<file path="config.mk">
export PLATFORM = sky130hd
export DESIGN_NAME = edge_cache_loader
export DESIGN_NICKNAME = d
export VERILOG_FILES = /design/src/rtl/edge_cache_loader.sv
export SDC_FILE = /design/constraint.sdc
export NUM_CORES = 1
export LEC_CHECK = 0
export ABC_CLOCK_PERIOD_IN_PS = 5560
export CAP_MARGIN = 20
export CORE_ASPECT_RATIO = 0.8
export CORE_MARGIN = 2
export CORE_UTILIZATION = 47
export CTS_CLUSTER_DIAMETER = 50
export DETAILED_ROUTE_END_ITERATION = 8
export PLACE_DENSITY = 0.81
export SYNTH_ARGS = -nofsm -noshare
export SYNTH_HDL_FRONTEND = slang
export SYNTH_SLANG_ARGS = --single-unit
</file>
<file path="constraint.sdc">
create_clock -name clock -period 5.56 [get_ports clock]
set_clock_uncertainty 0.1 [all_clocks]
set_input_delay 0.556 -clock clock [delete_from_list [all_inputs] [get_ports clock]]
set_output_delay 0.556 -clock clock [all_outputs]
set_load 0.005 [all_outputs]
</file>
<file path="src/rtl/edge_cache_loader.sv">
// Write-side loader for the edge cache: turns a row-major weight stream into
// registered single-cycle cache write strobes addressed {to node, from node}.
module edge_cache_loader #(
    parameter int MAX_NODES   = 4,
    parameter int INDEX_WIDTH = 2,
    parameter int VALUE_WIDTH = 16
) (
    input  logic                     clock,
    input  logic                     reset_n,
    input  logic                     start,
    input  logic                     abort,
    input  logic [INDEX_WIDTH:0]     node_count,
    input  logic                     in_valid,
    input  logic [VALUE_WIDTH-1:0]   in_data,
    output logic                     in_ready,
    output logic [2*INDEX_WIDTH-1:0] cache_address,
    output logic                     cache_write_enable,
    output logic [VALUE_WIDTH-1:0]   cache_write_data,
    output logic                     busy,
    output logic                     done,
    output logic                     error
);

    typedef enum logic [1:0] {
        IDLE = 2'd0,
        LOAD = 2'd1,
        DONE = 2'd2
    } state_t;

    localparam logic [INDEX_WIDTH:0]   COUNT_ONE = (INDEX_WIDTH+1)'(1);
    localparam logic [INDEX_WIDTH:0]   MAX_COUNT = (INDEX_WIDTH+1)'(MAX_NODES);
    localparam logic [INDEX_WIDTH-1:0] INDEX_ONE = INDEX_WIDTH'(1);

    state_t                 state;
    state_t                 state_next;
    logic [INDEX_WIDTH:0]   node_total;
    logic [INDEX_WIDTH:0]   last_index;
    logic [INDEX_WIDTH-1:0] from_idx;
    logic [INDEX_WIDTH-1:0] to_idx;
    logic                   count_legal;
    logic                   start_ok;
    logic                   accept;
    logic                   to_last;
    logic                   from_last;

    assign count_legal = (node_count != '0) && (node_count <= MAX_COUNT);
    assign start_ok    = (state == IDLE) && start && count_legal;
    assign last_index  = node_total - COUNT_ONE;
    assign to_last     = ({1'b0, to_idx} == last_index);
    assign from_last   = ({1'b0, from_idx} == last_index);
    // abort outranks acceptance, so an aborted beat never reaches the cache
    assign accept      = in_valid && (state == LOAD) && !abort;
    assign in_ready    = (state == LOAD);
    assign busy        = (state != IDLE);

    always_ff @(posedge clock or negedge reset_n) begin
        if (!reset_n) begin
            state <= IDLE;
        end else begin
            state <= state_next;
        end
    end

    always_comb begin
        state_next = state;
        case (state)
            IDLE: begin
                if (start_ok) begin
                    state_next = LOAD;
                end
            end
            LOAD: begin
                if (abort) begin
                    state_next = IDLE;
                end else if (accept && to_last && from_last) begin
                    state_next = DONE;
                end
            end
            DONE: begin
                state_next = IDLE;
            end
            default: begin
                state_next = IDLE;
            end
        endcase
    end

    // to_idx is the inner counter: a full row of destinations per from node
    always_ff @(posedge clock or negedge reset_n) begin
        if (!reset_n) begin
            node_total         <= '0;
            from_idx           <= '0;
            to_idx             <= '0;
            cache_address      <= '0;
            cache_write_data   <= '0;
            cache_write_enable <= 1'b0;
            done               <= 1'b0;
            error              <= 1'b0;
        end else begin
            cache_write_enable <= accept;
            done               <= accept && to_last && from_last;
            error              <= (state == IDLE) && start && !count_legal;
            if (accept) begin
                cache_address    <= {to_idx, from_idx};
                cache_write_data <= in_data;
            end
            if (start_ok) begin
                node_total <= node_count;
                from_idx   <= '0;
                to_idx     <= '0;
            end else if ((state != IDLE) && abort) begin
                from_idx <= '0;
                to_idx   <= '0;
            end else if (accept) begin
                if (to_last) begin
                    to_idx   <= '0;
                    from_idx <= from_last ? '0 : from_idx + INDEX_ONE;
                end else begin
                    to_idx <= to_idx + INDEX_ONE;
                end
            end
        end
    end

endmodule

</file>
==> flow_summary.ini <==
[setup_path]
reg2reg_depth = 4
cp_max_fo = 26
r2r_slack_ns = 3.41
cp-start-kind = primary input
r2r_end = from_idx[1]
critical_path_class = primary input to flip-flop
reg2reg_from = state[1]
endpoint_kind = flip-flop
crit_required_ns = 5.69
crit_arrival_ns = 2.51

[cts]
hold_buffers = 0
clk_latency_ns = 0.32
cts_tree = built
clockBufferDepth = 2
cts.htree.levels = 2
post_cts_resized = 0
clkSinkCount = 32
postCtsSetupBuffers = 0
cts_made_buffers = 5
path_clk_slew_ns = 0.09
cts_root_buf = clkbuf_4

[power]
ir_worst_vdd_v = 0.000194
power_density_mw_per_mm2 = 375
p_leak_nw = 0.839

[hold_path]
min_to = cache_address[3]
hold_start = cache_address[3]
hp-class = flip-flop to flip-flop
min_path_cells = 1

[yosys]
synth_area_leader_cell = dfrtp_1
ys_seq_elements = 32
netlist.area_leader.share_pct = 59.6
syn_area_per_cell_um2 = 13.4
yosysSeqAreaShare_pct = 59.6
synthesis.yosys.warnings = 0
synth_cells = 100
syn_nets = 125
synth_area_leaders = dfrtp_1 (60%), mux2_2 (19%), xor2_1 (2.6%)
yosysUniqueCellTypes = 24
synth_area_mm2 = 0.00134

[cells_and_area]
diodes = 0
drive_gt1_share_pct = 21.6
fin_nets = 178
syn_to_final_growth_pct = 43.4

[route]
antenna_left = 0
drc_errors = 0
num_vias = 970
dr.pass1.iters = 4
wl_um = 2690
wl_per_cell_um = 14.1
initialDrtViolationCount = 13
viasPerCell = 5.08

[sta]
rsz0062_at_grt = no
clock.fmax_ghz = 0.420
holdWs_ns = 0.412
max-slew-margin-rel_pct = 56.3
post-route-min-period_ns = 2.38
finalCritPeriodShare_pct = 42.8
drv_slew = 0
worst_pin_slew_ns = 0.655
finalSetupTns_ns = 0
setup_viol = 0
finalHoldViolCount = 0

[grt]
grt_max_degree = 33
antenna_found_initial = 0
grt_pass1_vias = 1034
grt_pass1_wl_um = 4600
track_usage_pct = 18.7
overflow = 0

[floorplanning]
rows = 17
die_w_um = 63.8
initial_utilization_pct = 49.0
io_pins = 49
die_y_um = 51.8
core_area_mm2 = 0.00274
dieArea_mm2 = 0.00331

[placed_design]
portBuffers = 48
hpwlAfterDp_um = 2060
place.gp.congestion = 0.770

[outcome]
status = completed

[flow_run]
maxCapViolations = 0
cells in the final DEF, fill, tap and decap left out:
master	count
and3b_1	1
nand2b_1	2
nor2_1	5
nand2_1	3
ha_1	1
and4bb_2	1
o41ai_1	1
or3_1	2
clkbuf_4	5
a21oi_1	3
nand4_4	1
and2b_1	1
nor2b_1	2
mux2_2	23
xnor2_1	1
o22ai_1	1
nand3_1	2
dfrtp_1	32
inv_1	5
xor2_1	4
a211oi_1	1
clkbuf_8	2
o21ai_0	4
buf_4	1
clkdlybuf4s50_1	48
nand4_1	1
synthesized netlist by cell type:
cell	instances
dfrtp_1	32
mux2_2	23
inv_1	5
nor2_1	5
o21ai_0	4
xor2_1	4
a21oi_1	3
nand2_1	3
buf_2	2
nand2b_1	2
nand3_1	2
nor2b_1	2
or3_1	2
a211oi_1	1
and2b_1	1
and3b_1	1
and4bb_2	1
buf_4	1
ha_1	1
nand4_1	1
nand4_4	1
o22ai_1	1
o41ai_1	1
xnor2_1	1
kinds of logic after synthesis:
family	Yosys count	share of synthesized area [%]
AO/OA/AOI/OAI	10	4.28
multiplexers	23	19.3
buffers and inverters	8	2.70
AND/OR/NAND/NOR	21	9.96
flip-flops	32	59.6
XOR/XNOR	5	3.26
adder cells (fa/ha/maj)	1	0.931
worst max path at each step:
stage                  startpoint     endpoint  slack [ns]  cells past startpoint
floorplan           node_total[0]  from_idx[1]        3.68                      6
global placement            abort  from_idx[1]        2.91                      5
detailed placement          abort  from_idx[1]        2.82                      5
CTS                         abort  from_idx[1]        3.18                      5
global route                abort  from_idx[1]        3.06                      5
finish                      abort  from_idx[1]        3.18                      5
critical path, stage by stage:
cell and delay [ns]:
clkdlybuf4s50_1 0.43, and4bb_2 0.75, nand4_4 0.19, or3_1 0.35
a211oi_1 0.23
power by group:
group          internal (mW)  total (mW)  switching (mW)  leakage (nW)
Sequential             0.292       0.330          0.0380         0.401
Combinational          0.161       0.251          0.0896         0.401
Clock                 0.0716       0.142          0.0705        0.0374
metal layers:
layer,vias up,part of all wire [%],track usage (%)
met5,-,0,0
met4,0,1.6,9.78
met3,6,4.9,5.19
met2,34,55,33.3
met1,479,39,20.5
li1,451,-,-
sequential cells by signal, indices dropped and copies added, names as in the netlist:
signal and flops:
cache_write_data 16, cache_address 4, node_total 3, from_idx 2, state 2, to_idx 2
cache_write_enable 1, done 1, error 1
area by class of cell:
cell class	count	area [µm²]
flip-flops and latches	32	801
multi-input cells	60	507
fillers	194	817
repair buffers	49	488
clock buffers	7	65.1
well taps	38	47.5
inverters	5	18.8
through the flow:
step | utilization [%] | worst slack (ns) | total power [mW] | area [µm²] | instances
after floorplan | - | 3.68 | 0.442 | 1340 | 100
after global placement | 67.9 | 2.91 | 0.574 | 1860 | 184
after detailed placement | 67.9 | 2.82 | 0.590 | 1860 | 184
after CTS | 70.2 | 3.18 | 0.734 | 1930 | 191
after global routing | 70.2 | 3.06 | 0.774 | 1930 | 191
final | 70.2 | 3.18 | 0.723 | 1930 | 191
Power figures use the tool's default switching activity.
